===== config.mk =====
export PLATFORM = sky130hd
export DESIGN_NAME = spi_burst_memory_flat
export DESIGN_NICKNAME = d
export VERILOG_FILES = /design/src/rtl/spi_burst_memory_if.sv /design/src/rtl/spi_burst_memory.sv /design/src/flat_wrapper.sv
export SDC_FILE = /design/constraint.sdc
export NUM_CORES = 1
export LEC_CHECK = 0
export ABC_AREA = 1
export CORE_MARGIN = 2
export CORE_UTILIZATION = 50
export DETAILED_ROUTE_END_ITERATION = 8
export PLACE_DENSITY = 0.65
export SETUP_SLACK_MARGIN = 0.05
export SLEW_MARGIN = 15
export SYNTH_ARGS = -nofsm -noshare
export SYNTH_HDL_FRONTEND = slang
export SYNTH_SLANG_ARGS = --single-unit

===== constraint.sdc =====
create_clock -name clk -period 4.1 [get_ports clk]
set_input_delay 0.82 -clock clk [delete_from_list [all_inputs] [get_ports clk]]
set_output_delay 0.82 -clock clk [all_outputs]
set_load 0.01 [all_outputs]

===== src/rtl/spi_burst_memory_if.sv =====
// rtl/spi_burst_memory_if.sv - SPI pin bundle between board master and memory slave
interface spi_burst_memory_if;
  logic sclk_pin;
  logic cs_pin;
  logic mosi_pin;
  logic miso_pin;
  logic miso_oe;

  modport master (output sclk_pin, cs_pin, mosi_pin, input miso_pin, miso_oe);
  modport slave  (input sclk_pin, cs_pin, mosi_pin, output miso_pin, miso_oe);
endinterface


===== src/rtl/spi_burst_memory.sv =====
// rtl/spi_burst_memory.sv - SPI mode-0 slave RAM with command frames and auto-increment bursts
module spi_burst_memory #(
  parameter int ADDR_W      = 7,
  parameter int DATA_W      = 8,
  parameter int SYNC_STAGES = 2
) (
  input  logic              clk,
  input  logic              reset,
  spi_burst_memory_if.slave spi,
  output logic [DATA_W-1:0] last_wdata,
  output logic              busy
);
  localparam int SH_W  = (ADDR_W > DATA_W) ? ADDR_W : DATA_W;
  localparam int CNT_W = $clog2(SH_W + 2);

  localparam logic [2:0] IDLE        = 3'd0;
  localparam logic [2:0] GET_CMD     = 3'd1;
  localparam logic [2:0] READ_LOAD   = 3'd2;
  localparam logic [2:0] READ_SHIFT  = 3'd3;
  localparam logic [2:0] WRITE_SHIFT = 3'd4;

  logic [SYNC_STAGES-1:0] sclk_sync, cs_sync, mosi_sync;
  logic                   sclk_s, cs_s, mosi_s;
  logic                   sclk_d, cs_d;
  logic                   sclk_rise, sclk_fall, cs_fall;
  logic                   rise_ok, fall_ok;

  logic [2:0]        state;
  logic [CNT_W-1:0]  bit_cnt;
  logic [SH_W-1:0]   shreg;
  logic [DATA_W-1:0] out_sr;
  logic [ADDR_W-1:0] addr, addr_d;
  logic              wr_pend;
  logic              miso_q;

  logic [DATA_W-1:0] mem [2**ADDR_W];
  logic [DATA_W-1:0] rd_q;

  assign sclk_s = sclk_sync[SYNC_STAGES-1];
  assign cs_s   = cs_sync[SYNC_STAGES-1];
  assign mosi_s = mosi_sync[SYNC_STAGES-1];

  // Edge pulses are registered, so they land SYNC_STAGES+1 clocks after the pin edge.
  always_ff @(posedge clk or posedge reset) begin
    if (reset) begin
      sclk_sync <= '0;
      cs_sync   <= '1;
      mosi_sync <= '0;
      sclk_d    <= 1'b0;
      cs_d      <= 1'b1;
      sclk_rise <= 1'b0;
      sclk_fall <= 1'b0;
      cs_fall   <= 1'b0;
    end else begin
      sclk_sync <= {sclk_sync[SYNC_STAGES-2:0], spi.sclk_pin};
      cs_sync   <= {cs_sync[SYNC_STAGES-2:0], spi.cs_pin};
      mosi_sync <= {mosi_sync[SYNC_STAGES-2:0], spi.mosi_pin};
      sclk_d    <= sclk_s;
      cs_d      <= cs_s;
      sclk_rise <= sclk_s & ~sclk_d;
      sclk_fall <= ~sclk_s & sclk_d;
      cs_fall   <= cs_d & ~cs_s;
    end
  end

  assign rise_ok = sclk_rise & ~cs_s;
  assign fall_ok = sclk_fall & ~cs_s;

  // The read port is addressed with the next address so READ_LOAD sees fresh data.
  always_comb begin
    addr_d = addr;
    if (wr_pend)
      addr_d = addr + ADDR_W'(1);
    else if (state == GET_CMD && rise_ok && bit_cnt == CNT_W'(ADDR_W))
      addr_d = shreg[ADDR_W-1:0];
    else if (state == READ_LOAD && !cs_s)
      addr_d = addr + ADDR_W'(1);
  end

  always_ff @(posedge clk) begin
    if (wr_pend)
      mem[addr] <= shreg[DATA_W-1:0];
    rd_q <= mem[addr_d];
  end

  always_ff @(posedge clk or posedge reset) begin
    if (reset) begin
      state      <= IDLE;
      bit_cnt    <= '0;
      shreg      <= '0;
      out_sr     <= '0;
      addr       <= '0;
      wr_pend    <= 1'b0;
      miso_q     <= 1'b0;
      last_wdata <= '0;
    end else begin
      addr <= addr_d;
      // A fully sampled word commits even if CS has already risen.
      if (wr_pend) begin
        last_wdata <= shreg[DATA_W-1:0];
        wr_pend    <= 1'b0;
        bit_cnt    <= '0;
      end
      if (cs_s && state != IDLE) begin
        state <= IDLE;
      end else begin
        case (state)
          IDLE: begin
            bit_cnt <= '0;
            if (cs_fall)
              state <= GET_CMD;
          end
          GET_CMD: begin
            if (rise_ok) begin
              shreg <= {shreg[SH_W-2:0], mosi_s};
              if (bit_cnt == CNT_W'(ADDR_W)) begin
                bit_cnt <= '0;
                state   <= mosi_s ? READ_LOAD : WRITE_SHIFT;
              end else begin
                bit_cnt <= bit_cnt + CNT_W'(1);
              end
            end
          end
          READ_LOAD: begin
            out_sr  <= rd_q;
            bit_cnt <= '0;
            state   <= READ_SHIFT;
          end
          READ_SHIFT: begin
            if (fall_ok) begin
              miso_q <= out_sr[DATA_W-1];
              out_sr <= {out_sr[DATA_W-2:0], 1'b0};
              if (bit_cnt == CNT_W'(DATA_W - 1))
                state <= READ_LOAD;
              else
                bit_cnt <= bit_cnt + CNT_W'(1);
            end
          end
          WRITE_SHIFT: begin
            if (rise_ok) begin
              shreg   <= {shreg[SH_W-2:0], mosi_s};
              bit_cnt <= bit_cnt + CNT_W'(1);
              if (bit_cnt == CNT_W'(DATA_W - 1))
                wr_pend <= 1'b1;
            end
          end
          default: state <= IDLE;
        endcase
      end
    end
  end

  assign spi.miso_pin = miso_q;
  assign spi.miso_oe  = (state == READ_LOAD || state == READ_SHIFT) && !cs_s;
  assign busy         = (state != IDLE);
endmodule


===== src/flat_wrapper.sv =====
// flat-port wrapper written by rule: the top's interface ports become plain ports
module spi_burst_memory_flat 
#(
  parameter int ADDR_W      = 7,
  parameter int DATA_W      = 8,
  parameter int SYNC_STAGES = 2
)
  (clk, reset, last_wdata, busy, spi_sclk_pin, spi_cs_pin, spi_mosi_pin, spi_miso_pin, spi_miso_oe);
  spi_burst_memory_if spi_i ();
  input  logic clk;
  input  logic reset;
  output logic [DATA_W-1:0] last_wdata;
  output logic busy;
  input wire logic [$bits(spi_i.sclk_pin)-1:0] spi_sclk_pin;
  input wire logic [$bits(spi_i.cs_pin)-1:0] spi_cs_pin;
  input wire logic [$bits(spi_i.mosi_pin)-1:0] spi_mosi_pin;
  output wire logic [$bits(spi_i.miso_pin)-1:0] spi_miso_pin;
  output wire logic [$bits(spi_i.miso_oe)-1:0] spi_miso_oe;
  assign spi_i.sclk_pin = spi_sclk_pin;
  assign spi_i.cs_pin = spi_cs_pin;
  assign spi_i.mosi_pin = spi_mosi_pin;
  assign spi_miso_pin = spi_i.miso_pin;
  assign spi_miso_oe = spi_i.miso_oe;
  spi_burst_memory #(.ADDR_W(ADDR_W), .DATA_W(DATA_W), .SYNC_STAGES(SYNC_STAGES)) u_core (.clk(clk), .reset(reset), .spi(spi_i), .last_wdata(last_wdata), .busy(busy));
endmodule

## Word level (Yosys, flattened, before mapping)

Memory sizes are Yosys's and may differ from the RTL's. A register that Yosys moved wholly into a read port is not among the register bits.
Cells that the tools add are included.
Widths: inputs -> output; s select.

- Flip-flop bits (word level): 51
- Memory bits (writable): 1024
- Bits of input ports: 5
- Output and inout bits: 11
- Word-level logic and storage cells: 83
- Memories: 1

- Add/subtract/negate cells: 2
- Equal/unequal tests: 12
- Muxes and demuxes: 27
- Bitwise logic cells: 9
- Reductions and logical operators: 16

Memories:

| memory | depth | bits a word | read ports | clocked after Yosys merged registers in | write ports | line | RTL |
|---|---|---|---|---|---|---|---|
| u_core.mem | 128 | 8 | 1 | 1 | 1 | spi_burst_memory.sv:36 | `logic [DATA_W-1:0] mem [2**ADDR_W];` |

Operators by type and width:

| cell | number |
|---|---|
| $mux 4 | 7 |
| $mux 3 | 7 |
| $mux 7 | 3 |
| $pmux 4 s4 | 1 |
| $pmux 8 s2 | 1 |
| $pmux 3 s5 | 1 |
| $ne 3x1->1 const B | 3 |
| $reduce_and 3->1 | 3 |
| $mux 8 | 1 |
| $add 7x1->7 const B | 1 |
| $eq 3x2->1 const B | 2 |
| $mux 1 | 6 |
| $reduce_and 6->1 | 1 |
| $and 1x1->1 | 5 |
| $logic_and 1x1->1 | 5 |
| $add 4x1->4 const B | 1 |
| $eq 4x3->1 const B | 1 |
| $ne 2x1->1 const B | 2 |
| $not 1->1 | 4 |
| $reduce_or 2->1 | 2 |
| $eq 3x1->1 const B | 1 |
| $eq 3x3->1 const B | 1 |
| $logic_not 3->1 | 1 |
| $ne 3x2->1 const B | 1 |
| 5 further kinds | 5 |

## Depth between registers and ports, before layout

- Depth after elaboration: 6
- Gate-level depth with buffers: 21
- Mapped depth without buffers: 18

## Least setup slack after synthesis

No wires, ideal clock.

- Kind: register to register
- Start point: reg u_core.shreg[0]
- End point: reg u_core.rd_q[4], read port of u_core.mem
- Arrival time: 3228 ps
- Slack: 758 ps
- Stages on the path, launching flop included: 16
- Buffers on the path: 2
- Cells stage by stage: dfrtp_1 inv_1 nand3_1 nand3_2 nand2_4 buf_6 buf_6 nand2_1 nand3_1 nand3_1 nand3_1 nand3_1 nand3_1 nand2_1 nand2_1 nand2_1

- Longest elaborated chain between the ends: 2

RTL lines:

| element | line | RTL |
|---|---|---|
| from (decl) | spi_burst_memory.sv:30 | `logic [SH_W-1:0] shreg;` |
| from (signal assigned) | spi_burst_memory.sv:115 | `shreg <= {shreg[SH_W-2:0], mosi_s};` |
| from (signal assigned) | spi_burst_memory.sv:141 | `shreg <= {shreg[SH_W-2:0], mosi_s};` |
| $mux 7 | spi_burst_memory.sv:74 | `else if (state == GET_CMD && rise_ok && bit_cnt == CNT_W'(ADDR_W))` |
| $mux 7 | spi_burst_memory.sv:72 | `if (wr_pend)` |
| to (decl) | spi_burst_memory.sv:37 | `logic [DATA_W-1:0] rd_q;` |

No other way between the ends.
A chain may end at the register's enable or synchronous reset.

## Final worst setup path

- Start point: reg u_core.bit_cnt[0]
- End point: reg u_core.rd_q[6], read port of u_core.mem

- Longest elaborated chain between the ends: 4

RTL lines:

| element | line | RTL |
|---|---|---|
| from (decl) | spi_burst_memory.sv:29 | `logic [CNT_W-1:0] bit_cnt;` |
| from (signal assigned) | spi_burst_memory.sv:120 | `bit_cnt <= bit_cnt + CNT_W'(1);` |
| from (signal assigned) | spi_burst_memory.sv:136 | `bit_cnt <= bit_cnt + CNT_W'(1);` |
| from (signal assigned) | spi_burst_memory.sv:142 | `bit_cnt <= bit_cnt + CNT_W'(1);` |
| $eq 4x3->1 | spi_burst_memory.sv:74 |  |
| $logic_and 1x1->1 | spi_burst_memory.sv:74 |  |
| $mux 7 | spi_burst_memory.sv:74 |  |
| $mux 7 | spi_burst_memory.sv:72 |  |

No other way between the ends.

==> out/summary.log <==
INFO  global_routing met1_track_utilization_from_global_routing=36.1%
INFO  sta            setup_viol=0
INFO  synth          synthXorXnorAreaFrac=0.0362%
INFO  drt            finalWirelength=126000µm
INFO  die            die_width=315µm
INFO  worst_setup_path critPathTopFamily=simple AND/OR/NAND/NOR gates
INFO  drt            avgViaCountPerCell=5.34
INFO  worst_setup_path critical_path.endpoint_type=flop
INFO  worst_setup_path cp-start-kind=flop
INFO  drt            dr_total_vias=32700
INFO  die            start_util=50.2%
INFO  worst_setup_path worstPathArrival=4170ps
INFO  cts            cts.clk_slew.worst_paths=60ps
INFO  die            rows=114
INFO  worst_setup_path rr_endpoint=u_core.rd_q[6]
INFO  cts            ctsResizeCount=0
INFO  synth          ys_ff_latch=1083
INFO  placement      dpl.cell_count=5911
INFO  global_routing overflow=0
INFO  pwr            ir_drop=0.624mV
INFO  cts            cts_setup_buffers=0
INFO  sta            timing.setup.tns=0ps
INFO  worst_setup_path critical-path-max-stage-delay=480ps
INFO  worst_setup_path cp_common_cell=sky130_fd_sc_hd__nand3_1
INFO  synth          yosys-mux-area-fraction=0%
INFO  synth          synth_most_common_cell=sky130_fd_sc_hd__nand2_1
INFO  worst_setup_path r2r-start=u_core.bit_cnt[0]
INFO  worst_setup_path cp_cell_sequence=ha_1, nand3_1, nor2_4, nand2_2, nand2_1, nand3_2, nand2_8, buf_12, buf_4, nand2_1, nand3_1, nand3_1, nand3_1, nand3_1, nand3_1, nand2_1, nand2_1, nand2_1
INFO  global_routing track_usage=25.5%
INFO  synth          synth-adder-area-share=0.0517%
INFO  worst_setup_path cp_data_required_time=4690ps
INFO  synth          syn_avg_cell_area=10.1µm²
INFO  worst_setup_path wp_depth=18
INFO  synth          dominantRegCellSynth=sky130_fd_sc_hd__edfxtp_1
INFO  worst_setup_path destination_of_the_critical_timing_path=u_core.rd_q[6]
INFO  worst_setup_path path_buf_inv=2
INFO  cts            clock_tree.htree_level_count=3
INFO  job            maxCapViolCount=0
INFO  global_routing grt_busiest_layer=met2
INFO  worst_setup_path timing.reg2reg.worst_path_depth=18
INFO  sta            fin_crit_sh=87.1%
INFO  cts            max-clock-path-buffers=3
INFO  cts            clock_tree_from_tritoncts=done
INFO  cells_and_area final_core_utilization=55.1%
INFO  die            chipHeight=315µm
INFO  global_routing grt.met3_usage=4.14%
INFO  sta            fmax=0.280GHz
INFO  worst_setup_path reg2reg_setup_slack=530ps
INFO  synth          synth_compound_area_share=0.794%
INFO  synth          yosys-top-cells-count=sky130_fd_sc_hd__nand2_1 (1137), sky130_fd_sc_hd__nand3_1 (1045), sky130_fd_sc_hd__edfxtp_1 (1024)
INFO  cells_and_area n_fill_cell=8258
INFO  placement      place.port_buffers=15
INFO  pwr            total_leakage_power=0.0228µW
INFO  cts            cts.sink_count=1083
INFO  synth          synth_simple_gate_area_share=21.3%
INFO  cells_and_area syn_to_final_growth=9.65%
INFO  synth          yosys-top-cells-area=sky130_fd_sc_hd__edfxtp_1 (64%), sky130_fd_sc_hd__nand3_1 (11%), sky130_fd_sc_hd__nand2_1 (8.8%)
INFO  cts            worst_skew_pair.late_latency=690ps
INFO  sta            tightest_pin_transition=1030ps
INFO  synth          seq_area_frac_synth=66.6%
INFO  global_routing globalRouteMet2Util=40.4%
INFO  drt            first_pass_iters=8
INFO  cells_and_area post_layout_nonfiller_instances=6118
INFO  drt            post_drt_wl_per_cell=20.5µm
INFO  hold_path      hold_crit_path_type=flop to flop
INFO  sta            rsz0062_at_grt=no
INFO  run_status     run_status=finished clean
INFO  global_routing grt_start_max_net_pins=131
INFO  die            dieArea=99200µm²
INFO  worst_setup_path worst_setup_path_startpoint=u_core.bit_cnt[0]
INFO  synth          ys_async_sr_fraction=4.71%
INFO  synth          synth_top_area_share=63.6%
INFO  drt            detail_route.drc_violations=0
INFO  cts            cts-root-buf=sky130_fd_sc_hd__clkbuf_16
INFO  synth          post_synthesis_instance_area=48400µm²
INFO  die            core_area=96300µm²
INFO  synth          synthDominantAreaCellType=sky130_fd_sc_hd__edfxtp_1
INFO  synth          mappedNetlistNets=4789
INFO  synth          post_synth_inst_count=4782
INFO  placement      place.gp.congestion=0.888
INFO  sta            slew_viol_final=0
INFO  synth          main_combinational_cell_family_by_area_after_synthesis=simple AND/OR/NAND/NOR gates
INFO  sta            post-route-min-period=3570ps
INFO  cells_and_area drive_above_1_share=5.83%
INFO  pwr            powerDensity=673nW/µm²
INFO  drt            first_iter_violations=3824
INFO  cts            number_of_buffers_inserted_by_hold_repair_at_cts=0
INFO  worst_setup_path crit_fanout=47
INFO  cts            numCtsBuffers=112
INFO  global_routing grt_pass1_wl=192000µm
INFO  synth          post_synth_edffs=1024
INFO  cells_and_area fin_nets=4756
INFO  sta            hold_violations=0
INFO  worst_setup_path cp_slowest_cell=sky130_fd_sc_hd__buf_4
INFO  global_routing initial_antenna_violation_count=0
INFO  placement      dp.final_hpwl=71800µm
INFO  die            io-pin-count=16
INFO  synth          ys.warnings.count=0
INFO  global_routing vias_in_the_first_global_route=31300
INFO  sta            slew_headroom=31.1%
INFO  synth          synth_cell_types=39
INFO  worst_setup_path critical_path_class=flop to flop
INFO  sta            clock-skew-final=21.0ps
INFO  drt            route.antenna.remaining_nets=0
[layout by cell type, fill, tap and decap left out, types with 24 or more instances in the layout]
cell type                      n
sky130_fd_sc_hd__dfrtp_1      40
sky130_fd_sc_hd__nor2_1      166
sky130_fd_sc_hd__edfxtp_1   1024
sky130_fd_sc_hd__clkbuf_1     29
sky130_fd_sc_hd__clkbuf_16   114
sky130_fd_sc_hd__o21ai_0      31
sky130_fd_sc_hd__buf_12       24
sky130_fd_sc_hd__inv_1      1008
sky130_fd_sc_hd__nand2_1    1137
sky130_fd_sc_hd__nand3_1    1045
sky130_fd_sc_hd__buf_4        55
[power by group]
| group | leakage (µW) | internal (µW) | switching (µW) | total, µW |
|---|---|---|---|---|
| registers | 0.00999 | 13300 | 270 | 13600 |
| logic | 0.0111 | 3250 | 8890 | 12100 |
| clock network | 0.00175 | 5720 | 4240 | 9960 |
| total | 0.0228 | 22300 | 13400 | 35700 |
[worst min path at each step]
stage	from	endpoint	slack [ps]	depth (start not counted)
5_1_grt	u_core.mosi_sync[0]	u_core.mosi_sync[1]	350	0
3_3_place_gp	u_core.mosi_sync[0]	u_core.mosi_sync[1]	330	0
6_report	u_core.mosi_sync[0]	u_core.mosi_sync[1]	340	0
3_5_place_dp	u_core.mosi_sync[0]	u_core.mosi_sync[1]	330	0
2_1_floorplan	u_core.mosi_sync[0]	u_core.mosi_sync[1]	330	0
4_1_cts	u_core.mosi_sync[0]	u_core.mosi_sync[1]	350	0
[through the flow]
stage                     setup WS, ps  cell area (µm²)  power, µW  hold WS, ps
after floorplan                    758            48400      22200          331
after global placement             636            49500      25800          332
after detailed placement           599            49500      25800          335
after CTS                          594            53000      35700          345
after global routing               145            53000      37400          354
final                              527            53000      35700          344
[cell type report]
type / instances / area (µm²) / share of cell area (%)
Tap cell: 1276 / 1600 / 3.01
Antenna cell: 1 / 2.50 / 0.00472
Inverter: 1019 / 3840 / 7.23
Clock inverter: 56 / 502 / 0.946
Timing Repair Buffer: 94 / 1040 / 1.97
Sequential cell: 1083 / 32200 / 60.8
Multi-Input combinational cell: 2439 / 10800 / 20.3
Clock buffer: 150 / 3060 / 5.77
[metal layers]
metal	vias to the layer above	part of all wire, %
li1	15400	-
met1	15700	42
met2	1345	46
met3	249	8.2
met4	0	3.3
met5	-	0
[state kept, by name, indices dropped and copies added, names as in the netlist, 2 cells and up]
name,count
u_core.shreg,8
u_core.sclk_sync,2
u_core.state,3
u_core.last_wdata,8
u_core.cs_sync,2
u_core.out_sr,8
u_core.addr,7
u_core.rd_q,8
u_core.mosi_sync,2
u_core.mem,1024
u_core.bit_cnt,4
[kinds of logic after synthesis]
kind of cell | after synthesis
compound gates | 67
xor+xnor | 2
fa+ha+maj | 2
buf+inv | 1260
flops | 1083
simple gates | 2368
[worst register-to-register path, stage by stage, from the launching register on]
cell and delay (ps):
sky130_fd_sc_hd__dfrtp_1 380, sky130_fd_sc_hd__ha_1 200, sky130_fd_sc_hd__nand3_1 150, sky130_fd_sc_hd__nor2_4 150, sky130_fd_sc_hd__nand2_2 140, sky130_fd_sc_hd__nand2_1 120
sky130_fd_sc_hd__nand3_2 130, sky130_fd_sc_hd__nand2_8 310, sky130_fd_sc_hd__buf_12 240, sky130_fd_sc_hd__buf_4 490, sky130_fd_sc_hd__nand2_1 140, sky130_fd_sc_hd__nand3_1 110
sky130_fd_sc_hd__nand3_1 100, sky130_fd_sc_hd__nand3_1 160, sky130_fd_sc_hd__nand3_1 290, sky130_fd_sc_hd__nand3_1 190, sky130_fd_sc_hd__nand2_1 80, sky130_fd_sc_hd__nand2_1 60
sky130_fd_sc_hd__nand2_1 50
Note: power is estimated with default switching activity, not from simulation.
